## src/rtl/dmi_bridge.sv

```systemverilog
// Single-outstanding DMI sequencer between the debug transport and the Debug Module.
// Define DMI_BRIDGE_TIMEOUT_EN to add the hung-access timeout and late-response discard.
module dmi_bridge #(
    parameter int unsigned TIMEOUT_CYCLES = 1024,
    parameter logic [6:0]  ADDR_LIMIT     = 7'h60
) (
    input  logic        CLK,
    input  logic        RST_N,

    input  logic        up_req_valid_i,
    output logic        up_req_ready_o,
    input  logic [6:0]  up_req_addr_i,
    input  logic [31:0] up_req_data_i,
    input  logic [1:0]  up_req_op_i,

    output logic        up_rsp_valid_o,
    input  logic        up_rsp_ready_i,
    output logic [31:0] up_rsp_data_o,
    output logic [1:0]  up_rsp_response_o,

    output logic        dm_req_valid_o,
    input  logic        dm_req_ready_i,
    output logic [6:0]  dm_req_addr_o,
    output logic [31:0] dm_req_data_o,
    output logic [1:0]  dm_req_op_o,

    input  logic        dm_rsp_valid_i,
    output logic        dm_rsp_ready_o,
    input  logic [31:0] dm_rsp_data_i,
    input  logic [1:0]  dm_rsp_response_i
);

    typedef enum logic [1:0] {IDLE, ISSUE, WAIT, RESP} state_e;

    localparam logic [1:0] OP_NOP     = 2'd0;
    localparam logic [1:0] OP_RSVD    = 2'd3;
    localparam logic [1:0] RSP_OK     = 2'd0;
    localparam logic [1:0] RSP_FAILED = 2'd2;

    state_e      state_q;
    logic        up_req_ready_q;
    logic [31:0] up_rsp_data_q;
    logic [1:0]  up_rsp_response_q;
    logic [6:0]  dm_req_addr_q;
    logic [31:0] dm_req_data_q;
    logic [1:0]  dm_req_op_q;

    logic        drop_pending;
    logic        timeout_fire;

`ifdef DMI_BRIDGE_TIMEOUT_EN
    localparam int unsigned CNT_W = $clog2(TIMEOUT_CYCLES) + 1;

    logic [CNT_W-1:0] cnt_q;
    logic             drop_pending_q;

    // A response arriving on the threshold cycle beats the timeout.
    assign timeout_fire = (state_q == WAIT) && !dm_rsp_valid_i
                          && (cnt_q == CNT_W'(TIMEOUT_CYCLES - 1));
    assign drop_pending = drop_pending_q;

    always_ff @(posedge CLK) begin
        if (!RST_N) begin
            cnt_q          <= '0;
            drop_pending_q <= 1'b0;
        end else begin
            if (dm_req_valid_o && dm_req_ready_i) begin
                cnt_q <= '0;
            end else if (state_q == WAIT && cnt_q != '1) begin
                cnt_q <= cnt_q + 1'b1;
            end

            if (timeout_fire) begin
                drop_pending_q <= 1'b1;
            end else if (drop_pending_q && dm_rsp_valid_i) begin
                drop_pending_q <= 1'b0;
            end
        end
    end
`else
    logic unused_timeout_cfg;

    assign timeout_fire       = 1'b0;
    assign drop_pending       = 1'b0;
    assign unused_timeout_cfg = (TIMEOUT_CYCLES != 0);
`endif

    // NOTE: reset is synchronous and every register, including payloads, is cleared
    // so a transaction cut short by reset leaves nothing visible downstream.
    always_ff @(posedge CLK) begin
        if (!RST_N) begin
            state_q           <= IDLE;
            up_req_ready_q    <= 1'b0;
            up_rsp_data_q     <= '0;
            up_rsp_response_q <= RSP_OK;
            dm_req_addr_q     <= '0;
            dm_req_data_q     <= '0;
            dm_req_op_q       <= OP_NOP;
        end else begin
            // NOTE: non-blocking assignments throughout; later ones in this block
            // override the defaults above them within the same cycle.
            case (state_q)
                IDLE: begin
                    up_req_ready_q <= 1'b1;
                    if (up_req_valid_i && up_req_ready_q) begin
                        up_req_ready_q <= 1'b0;
                        dm_req_addr_q  <= up_req_addr_i;
                        dm_req_data_q  <= up_req_data_i;
                        dm_req_op_q    <= up_req_op_i;
                        up_rsp_data_q  <= '0;
                        if (up_req_op_i == OP_NOP) begin
                            up_rsp_response_q <= RSP_OK;
                            state_q           <= RESP;
                        end else if (up_req_op_i == OP_RSVD || up_req_addr_i >= ADDR_LIMIT) begin
                            up_rsp_response_q <= RSP_FAILED;
                            state_q           <= RESP;
                        end else begin
                            state_q <= ISSUE;
                        end
                    end
                end
                ISSUE: begin
                    if (dm_req_valid_o && dm_req_ready_i) begin
                        state_q <= WAIT;
                    end
                end
                WAIT: begin
                    if (dm_rsp_valid_i) begin
                        up_rsp_data_q     <= dm_rsp_data_i;
                        up_rsp_response_q <= dm_rsp_response_i;
                        state_q           <= RESP;
                    end else if (timeout_fire) begin
                        up_rsp_data_q     <= '0;
                        up_rsp_response_q <= RSP_FAILED;
                        state_q           <= RESP;
                    end
                end
                RESP: begin
                    if (up_rsp_ready_i) begin
                        up_req_ready_q <= 1'b1;
                        state_q        <= IDLE;
                    end
                end
                default: state_q <= IDLE;
            endcase
        end
    end

    // Handshake outputs decode from registered state only, never from inputs.
    assign up_req_ready_o    = up_req_ready_q;
    assign up_rsp_valid_o    = (state_q == RESP);
    assign up_rsp_data_o     = up_rsp_data_q;
    assign up_rsp_response_o = up_rsp_response_q;
    assign dm_req_valid_o    = (state_q == ISSUE) && !drop_pending;
    assign dm_req_addr_o     = dm_req_addr_q;
    assign dm_req_data_o     = dm_req_data_q;
    assign dm_req_op_o       = dm_req_op_q;
    assign dm_rsp_ready_o    = (state_q == WAIT) || drop_pending;

endmodule

```

## config.mk

```make
export PLATFORM = sky130hd
export DESIGN_NAME = dmi_bridge
export DESIGN_NICKNAME = d
export VERILOG_FILES = /design/src/rtl/dmi_bridge.sv
export SDC_FILE = /design/constraint.sdc
export NUM_CORES = 1
export LEC_CHECK = 0
export ABC_CLOCK_PERIOD_IN_PS = 3500
export CORE_MARGIN = 4
export CORE_UTILIZATION = 43
export DETAILED_ROUTE_END_ITERATION = 10
export GPL_TIMING_DRIVEN = 0
export PLACE_DENSITY = 0.85
export SETUP_SLACK_MARGIN = 0.4
export SLEW_MARGIN = 40
export SYNTH_ARGS = -nofsm -noshare
export SYNTH_HDL_FRONTEND = slang
export SYNTH_SLANG_ARGS = --single-unit
export TNS_END_PERCENT = 5
```

## constraint.sdc

```tcl
create_clock -name CLK -period 3.5 [get_ports CLK]
set_input_delay 0.7 -clock CLK [delete_from_list [all_inputs] [get_ports CLK]]
set_output_delay 0.7 -clock CLK [all_outputs]
set_load 0.03 [all_outputs]
```

==> results.md, run 1 <==
• 1240 ps — worst slack at placement
• 620 — net count of the finished layout
• 8800 µm² — die outline area
• 111 — DRC violation total after the first TritonRoute iteration
• 601 — Fill cells
• 8.67 µm² — Mean Syn Cell Area
• 37.6% — Switching Share
• 7.10 mm — placed wire-length estimate
• 0 — remaining antenna violation count after routing
• 78 — number of synthesized register bits
• dfxtp_1 (49%), a21boi_1 (12%), nand2_1 (10%) — top area cells in the synthesized netlist
• 278 µV — maximum vdd ir drop
• register — element type at the critical path start
• 14.7 µm — post-DR wirelength/cell
• 33.3% — power share of the sequential group
• 70 ps — CTS clock-pin slew for the worst setup and hold paths
• finished clean — outcome
• 13 — pin count of the biggest net entering global routing
• dfxtp_1 — largest area contributor in the netlist
• 517 ps — Worst Tran Pin Value
• 7210 µm² — Core Area
• 903 ps — setup ws final
• 350 ps — insertion delay of the later-clocked pin in the worst-skew pair
• 2 — Hold Path Depth
• 3,156 — total vias in the final route
• 3170 µm² — Syn Std Cell Area
• 8 — biggest fanout along the worst timing path
• 385 MHz — highest clock frequency the design can meet
• 0 — Resize count post-CTS
• done — TritonCTS clock tree
• 617 nW/µm² — cell area power density
• 14.7 mm — first-pass GRT wire length
• 160 — top-level port count
• 43.9% — Starting Density
• 2800 ps — required time worst endpoint
• 0% — Synth async-reset ratio
• reg -> reg — Tightest Hold Check Type
• 93.8 µm — Chip Height
• 3,096 — vias in the first global route
• 4.95 — Via density
• reg -> out — classification of the worst setup path
• 1180 µW — NetSw
• clkbuf_8 — clock root buffer
• 1900 ps — data arrival time of the worst path
• 158 — quantity of I/O buffers inserted on ports
• dfxtp_1 — Most used DFF post-synth
• 0 — setup violation total in the final timing report
• 0 — number of diodes
• 0 ps — final sum of negative setup slack
• 2600 ps — time the final worst path needs with I/O delays and setup
• 21.1% — Total GRT Usage
• 0.00179 µW — leakage power of the design
• 365 — count of mapped cells out of synthesis
• 3 — Max H-tree Level
• 9 — number of buffers added by the clock tree synthesis step
• 41.3% — Logic pwr share
• 0.793 — last weighted congestion value of the routability-driven placer
• 0 — post-route DRC violation count
• 78 — number of sinks handled by clock tree synthesis
• 0 — max-slew violation count
• 93.8 µm — x dimension of the die
• 0 — hold_buf cts
• 0 — initial antenna violation count
• 74.2% — fraction of the cycle the final worst path needs
• 1970 µW — internal power
• nand2_1 (86), dfxtp_1 (78), a21boi_1 (51) — most numerous cell types in the synthesized netlist
• 9.39 mm — sum of routed wire length over all layers
• 0 — Yosys warning count
• 2 — Max clock buf depth
• 25.4% — power share of the clock group
• 64.5% — Relative slew margins
• nand2_1 — most numerous cell in the Yosys netlist
• 10.3 ps — final clock skew
• 0 — Post-synth EDFFs
• 0 — final hold violation count
• 6 — r2r worst-path depth
• 49.3% — sequential-to-total area share from yosys stat
• 28 — count of distinct cell types in the synthesized netlist
• 0 — overflow left after global routing
• 0 — max_cap viols
• 4 — length of the first detailed-routing pass in iterations
• 451 — Net Count, Synth
• output port — critical path endpoint category
• no — setup repair after global routing missed its margin
• 31 — Std-Cell Rows
• 61.3% — synthesis-to-layout area growth
• 0 — number of buffers inserted by post-CTS setup repair
• 49.3% — share of Yosys cell area claimed by the top area cell type
• 6.32% — share of cells above drive strength 1
[metal layers]
layer / up-vias / GRT usage (%) / routed length [µm]
li1: 1572 / - / -
met1: 1468 / 25.5 / 4040
met2: 102 / 34.9 / 4520
met3: 14 / 6.17 / 672
met4: 0 / 8.78 / 159
met5: - / 0 / 0
[cells by family after synthesis]
logic type / after synthesis / synth area share (%)
DFF: 78 / 49.3
and+or+nand+nor: 129 / 17.2
adders and majority gates: 5 / 1.98
buffers and inverters: 34 / 4.55
AOI/OAI and AO/OA: 114 / 25.4
xor gates and xnor gates: 1 / 0.277
muxes: 4 / 1.26
[final cells by class]
cell class | instances | area [µm²] | area share (%)
Tap cell | 99 | 124 | 2.43
Buffer | 31 | 133 | 2.60
Clock inverter | 4 | 95.1 | 1.86
Timing Repair Buffer | 158 | 1580 | 31.0
Inverter | 3 | 11.3 | 0.220
Sequential cell | 78 | 1560 | 30.6
Multi-Input combinational cell | 253 | 1460 | 28.6
Clock buffer | 11 | 141 | 2.77
[through the flow]
stage	util, %	total power (µW)	hold WS (ps)	area (µm²)	std cells
final	70.8	3150	455	5110	637
after global routing	70.8	3330	479	5110	637
after CTS	70.8	3170	456	5110	637
after detailed placement	67.5	2360	447	4870	622
after global placement	67.5	2340	441	4870	622
after floorplan	-	1880	468	3170	365
[path summary, 6_finish.rpt]
| check | startpoint | end | slack, ps |
|---|---|---|---|
| worst max-delay path | state_q[0]$_SDFFE_PN0P_ | dm_rsp_ready_o | 900 |
| worst min-delay path | dm_req_addr_o[1]$_SDFFE_PN0P_ | dm_req_addr_o[1]$_SDFFE_PN0P_ | 450 |
| worst max register to register | state_q[0]$_SDFFE_PN0P_ | up_rsp_data_o[1]$_SDFFE_PN0P_ | 1530 |
| worst min register to register | dm_req_addr_o[1]$_SDFFE_PN0P_ | dm_req_addr_o[1]$_SDFFE_PN0P_ | 450 |
[power by group through the flow]
stage | Clock (µW) | Combinational (µW) | Sequential, µW
after floorplan | 0 | 636 | 1240
after global placement | 0 | 1270 | 1060
after detailed placement | 0 | 1290 | 1070
after CTS | 814 | 1300 | 1050
after global routing | 858 | 1410 | 1060
final | 802 | 1300 | 1050
[state kept, by name, indices dropped and copies added, names as in the netlist]
signal	flops
dm_req_data_o	32
up_rsp_data_o	32
dm_req_addr_o	7
dm_req_op_o	2
state_q	2
up_rsp_response_o	2
up_req_ready_o	1
[cells in the final DEF, fill, tap and decap left out, drive strengths merged, types with 2 or more instances in the layout]
master,count
nand3,34
nor2b,2
o221a,2
nor2,2
a21boi,74
bufinv,3
clkbuf,29
inv,3
mux2i,4
buf,13
clkdlybuf4s50,158
dfxtp,78
ha,5
o21ai,33
nand2,86
[worst max-delay path: stages (launching register included)]
cell             delay (ps)
dfxtp_1                 350
inv_1                   120
ha_1                    340
clkdlybuf4s50_1         750
Note: power is estimated with default switching activity, not from simulation.
==> run 2: changes to the inputs <==
ABC_CLOCK_PERIOD_IN_PS = 2500   (was 3500)
CORE_UTILIZATION = 40   (was 43)
PLACE_DENSITY = 0.8   (was 0.85)
clock period = 2.5 ns   (was 3.5 ns; I/O delays follow)
==> results.md, run 2 (synthesis results as in run 1) <==
• 2120 ps — time the final worst path needs with I/O delays and setup
• dm_req_addr_o[0]$_SDFFE_PN0P_ — worst-case hold path end point
• 466 µV — maximum vdd ir drop, +67%
• clkdlybuf4s50_1 — most frequent standard cell in the layout excluding fill and tap cells
• output port — critical path endpoint category
• state_q[0]$_SDFFE_PN0P_ — critical path startpoint
• 0 — remaining antenna violation count after routing, unchanged
• 421 ps — worst slack at placement, -819 ps
• 32 — Std-Cell Rows, +3.2%
• 158 — quantity of I/O buffers inserted on ports, unchanged
• 9 — number of buffers added by the clock tree synthesis step, unchanged
• 0 — final hold violation count, unchanged
• reg -> out — classification of the worst setup path
• 6.13% — share of cells above drive strength 1, -0.19 points
• dm_req_addr_o[0]$_SDFFE_PN0P_ — launch point of the worst hold path
• 0 — max-slew violation count, unchanged
• 78 — number of sinks handled by clock tree synthesis, unchanged
• finished clean — outcome
• 7730 µm² — Core Area, +7.1%
• 84.8% — fraction of the cycle the final worst path needs
• 2 — buffering stage count on the worst path with inverters included, unchanged
• 41.0% — Starting Density, -2.9 points
• 70 ps — CTS clock-pin slew for the worst setup and hold paths, about the same
• 5.09 ps — final clock skew, -5.24 ps
• 4480 µW — post-layout power, +42%
• clkdlybuf4s50_1 (155), nand2_1 (86), dfxtp_1 (78) — most used cells in the layout excluding fill and tap cells
• 14.7 µm — post-DR wirelength/cell, -0.31%
• 537 ps — Worst Tran Pin Value, +19.5 ps
• 61.9% — synthesis-to-layout area growth
• state_q[0]$_SDFFE_PN0P_ — startpoint of the worst register-to-register path
• 13 — pin count of the biggest net entering global routing, unchanged
• done — TritonCTS clock tree
• 0 — post-route DRC violation count, unchanged
• 6 — r2r worst-path depth, unchanged
• 380 ps — setup ws final, -523 ps
• 0 — initial antenna violation count, unchanged
• up_rsp_data_o[3]$_SDFFE_PN0P_ — endpoint of the worst-slack reg-to-reg timing path
• 460 ps — crit-path max cell delay, -290 ps
• 63.2% — Relative slew margins, -1.3 points
• 94 — DRC violation total after the first TritonRoute iteration, -15%
• 3 — Max H-tree Level, unchanged
• 160 — top-level port count, unchanged
• 0 — setup violation total in the final timing report, unchanged
• 0.00182 µW — leakage power of the design, +1.7%
• 472 MHz — highest clock frequency the design can meet
• 874 nW/µm² — cell area power density, +42%
• 2000 ps — required time worst endpoint, -800 ps
• 97.0 µm — x dimension of the die, +3.4%
• 0 — hold_buf cts, unchanged
• 9400 µm² — die outline area, +6.9%
• 20.3% — Total GRT Usage, -0.78 points
• 620 — net count of the finished layout, unchanged
• 66.3% — Post-Route Utilization, -4.5 points
• buffers and inverters — cell family contributing the most delay on the critical path
• 4.91 — Via density, -0.91%
• 0 — overflow left after global routing, unchanged
• 9.41 mm — sum of routed wire length over all layers, +0.16%
• inv_1 -> ha_1 -> dlygate4sd2_1 — cells along the critical path
• 340 ps — insertion delay of the later-clocked pin in the worst-skew pair, about the same
• 8 — biggest fanout along the worst timing path, unchanged
• yes — setup repair after global routing missed its margin
• 97.0 µm — Chip Height, +3.4%
• 0 — max_cap viols, unchanged
• register — element type at the critical path start
• 3,199 — vias in the first global route, +3.3%
• 3,142 — total vias in the final route, -0.44%
• 7.22 mm — placed wire-length estimate, +1.7%
• 0 ps — final sum of negative setup slack, unchanged
• 0.785 — last weighted congestion value of the routability-driven placer, -0.98%
• 15.7 mm — first-pass GRT wire length, +6.6%
• 3 — Crit. path cell count, unchanged
• 2 — Max clock buf depth, unchanged
• reg -> reg — Tightest Hold Check Type
• 453 ps — worst hold slack, -2.21 ps
• 1620 ps — data arrival time of the worst path, -280 ps
• 4 — length of the first detailed-routing pass in iterations, unchanged
• dlygate4sd2_1 — critical-path cell with the highest stage delay
• 0 — number of diodes, unchanged
• 470 ps — R2R Setup Slk, -1060 ps
• 0 — number of buffers inserted by post-CTS setup repair, unchanged
• clkbuf_8 — clock root buffer
• 2 — Hold Path Depth, unchanged
==> run 2: metrics by stage <==
stage               cells  instance area (µm²)
floorplan             365                 3170
global placement      625                 4870
detailed placement    625                 4870
CTS                   640                 5120
global route          640                 5130
finish                640                 5130
==> run 2: layer usage <==
layer / vias up / share of wire (%) / track usage, %
li1: 1581 / - / -
met1: 1444 / 42 / 22.9
met2: 98 / 48 / 35.1
met3: 19 / 7.3 / 6.78
met4: 0 / 2.4 / 8.32
met5: - / 0 / 0
==> run 2: timing repair <==
action,CTS,global route
hold endpoints to repair,0,0
setup endpoints to repair,3,32
gates resized for setup,2,1
==> run 2: worst max path at each step <==
stage / to / slack, ps
floorplan: up_rsp_data_o[0]$_SDFFE_PN0P_ / 720
global placement: up_rsp_data_o[0]$_SDFFE_PN0P_ / 470
detailed placement: up_rsp_data_o[3]$_SDFFE_PN0P_ / 420
CTS: up_rsp_valid_o / 320
global route: up_rsp_data_o[3]$_SDFFE_PN0P_ / 270
finish: dm_rsp_ready_o / 380
==> run 2: layout make-up <==
type	instances	area [µm²]
sequential	78	1560
tap	102	128
clock buffer	11	131
fill	658	2600
inverter	3	11.3
buffer	31	133
multi-input combinational	253	1460
clock inverter	4	120
timing repair buffer	158	1580
==> run 2: report_power, final <==
part	internal, µW	switching [µW]	total, µW	leakage (µW)
combinational	676	1140	1810	0.00107
sequential	1390	83.3	1470	0.000632
clock	760	439	1200	0.000124
total	2820	1660	4480	0.00182
==> run 2: worst register-to-register path: stages, from the launching register on <==
cell and delay, ps:
dfxtp_1 340, inv_1 120, ha_1 360, mux2i_1 540, buf_2 330, o21ai_1 90
a21boi_1 180
==> run 3: changes to the inputs <==
ABC_CLOCK_PERIOD_IN_PS = 1800   (was 2500)
CORE_UTILIZATION = 36   (was 40)
PLACE_DENSITY = 0.76   (was 0.8)
clock period = 1.8 ns   (was 2.5 ns; I/O delays follow)
==> results.md, run 3 (synthesis results as in run 1) <==
• 608 µV — maximum vdd ir drop, +31%
• 0 — remaining antenna violation count after routing, unchanged
• 250 ps — R2R Setup Slk, -220 ps
• 3,321 — vias in the first global route, +3.8%
• 78 — number of sinks handled by clock tree synthesis, unchanged
• 2070 ps — required time worst endpoint, +70 ps
• 0 — max-slew violation count, unchanged
• inv_2 -> ha_4 -> buf_4 -> mux2i_4 -> buf_4 -> buf_6 -> o21ai_1 -> a21boi_1 — cells along the critical path
• 0 — post-route DRC violation count, unchanged
• 9 — biggest fanout along the worst timing path, +1
• 102 µm — Chip Height, +5.0%
• 102 µm — x dimension of the die, +5.0%
• 491 ps — Worst Tran Pin Value, -45.9 ps
• buf_4 — most prevalent standard cell on the critical path
• 33 — Std-Cell Rows, +3.1%
• 634 — net count of the finished layout, +2.3%
• 449 ps — worst hold slack, -3.79 ps
• 70 ps — CTS clock-pin slew for the worst setup and hold paths, about the same
• 9.44 ps — final clock skew, +4.35 ps
• 0 — max_cap viols, unchanged
• 19.9% — Total GRT Usage, -0.44 points
• 5.00 — Via density, +1.9%
• 67.1% — synthesis-to-layout area growth
• 86.2% — fraction of the cycle the final worst path needs
• 628 — placed instance count, +0.48%
• nand2_1 (86), clkdlybuf4s50_1 (79), dfxtp_1 (75) — most used cells in the layout excluding fill and tap cells
• 5290 µm² — final non-filler cell area, +3.2%
• 37.8% — Starting Density, -3.2 points
• 10,400 µm² — die outline area, +10%
• nand2_1 — most frequent standard cell in the layout excluding fill and tap cells
• dfxtp_4 — critical-path cell with the highest stage delay
• 1250 nW/µm² — cell area power density, +43%
• clkbuf_8 — clock root buffer
• 0.751 — last weighted congestion value of the routability-driven placer, -4.4%
• -130 ps — worst slack at placement, -550 ps
• 657 — Cell Count, Final, Fillers Out, +2.7%
• 0 — initial antenna violation count, unchanged
• 0 — setup violation total in the final timing report, unchanged
• 10.3 mm — sum of routed wire length over all layers, +9.8%
• done — TritonCTS clock tree
• 645 MHz — highest clock frequency the design can meet
• 3,286 — total vias in the final route, +4.6%
• 1570 µm² — combined flip-flop and latch cell area, +0.56%
• yes — setup repair after global routing missed its margin
• 1550 ps — time the final worst path needs with I/O delays and setup
• 350 ps — insertion delay of the later-clocked pin in the worst-skew pair, about the same
• 4 — length of the first detailed-routing pass in iterations, unchanged
• 249 ps — setup ws final, -131 ps
• register — element type at the critical path start
• 380 ps — crit-path max cell delay, -80 ps
• 110 — DRC violation total after the first TritonRoute iteration, +17%
• 0.00224 µW — leakage power of the design, +23%
• 13.4% — share of cells above drive strength 1, +7.3 points
• finished clean — outcome
• 3 — Max H-tree Level, unchanged
• 0 — overflow left after global routing, unchanged
• 0 — final hold violation count, unchanged
• 4970 µm² — placed instance area, +2.0%
• 7.42 mm — placed wire-length estimate, +2.7%
• 158 — quantity of I/O buffers inserted on ports, unchanged
• 15.7 µm — post-DR wirelength/cell, +7.0%
• 13 — pin count of the biggest net entering global routing, unchanged
• 9 — number of buffers added by the clock tree synthesis step, unchanged
• 160 — top-level port count, unchanged
• 8380 µm² — Core Area, +8.5%
• reg -> reg — Tightest Hold Check Type
• 762 — Fill cells, +16%
• 1580 µm² — total area of multi-input combinational cells, +8.0%
• 0 — number of diodes, unchanged
• register — critical path endpoint category
• 1820 ps — data arrival time of the worst path, +200 ps
• 67.3% — Relative slew margins, +4.1 points
• reg -> reg — classification of the worst setup path
• 16.2 mm — first-pass GRT wire length, +3.2%
• 2 — Max clock buf depth, unchanged
==> run 3: path summary, 6_finish.rpt <==
| check | from | endpoint | depth (start not counted) |
|---|---|---|---|
| worst max-delay path | state_q[1]$_SDFFE_PN0P_ | up_rsp_data_o[10]$_SDFFE_PN0P_ | 8 |
| worst min-delay path | dm_req_data_o[30]$_SDFFE_PN0P_ | dm_req_data_o[30]$_SDFFE_PN0P_ | 2 |
| worst max register to register | state_q[1]$_SDFFE_PN0P_ | up_rsp_data_o[10]$_SDFFE_PN0P_ | 8 |
| worst min register to register | dm_req_data_o[30]$_SDFFE_PN0P_ | dm_req_data_o[30]$_SDFFE_PN0P_ | 2 |
==> run 3: what timing repair did <==
action / in CTS / in global routing
gates cloned: 6 / 0
gates resized for setup: 139 / 13
hold buffers: 0 / 0
pin swaps: 6 / 3
setup buffers: 4 / 4
setup endpoints to repair: 154 / 155
==> run 3: final cells by class <==
cell class	instances	area share, %
inverter	3	0.260
clock inverter	4	0.899
tap	105	2.48
clock buffer	11	2.67
multi-input combinational	255	29.8
timing repair buffer	170	30.1
buffer	31	4.14
sequential	78	29.7
==> run 3: worst max-delay path: cells and delay by family, from the launching register on <==
kind / cells / cell delay [ps]
AO/OA/AOI/OAI: 2 / 190
adder cells (fa/ha/maj): 1 / 190
buffers and inverters: 4 / 500
flip-flops: 1 / 380
multiplexers: 1 / 200
==> run 3: routing by layer <==
layer	global-route usage, %	part of all wire (%)	vias to the layer above
met4	6.44	1.7	0
met2	33.9	49	128
met5	0	0	-
li1	-	-	1611
met1	23.7	41	1530
met3	6.40	8.7	17
==> run 3: stage by stage <==
stage / total power, µW / util [%] / setup TNS [ps]
final: 6630 / 63.1 / 0
after global placement: 4770 / 59.3 / -2350
after global routing: 7020 / 63.1 / 0
after floorplan: 3870 / - / 0
after CTS: 6520 / 62.5 / 0
after detailed placement: 4850 / 59.3 / -4900
==> run 3: power by group <==
group | internal [µW] | switching (µW)
clock network | 667 | 613
registers | 1940 | 130
logic | 1430 | 1850
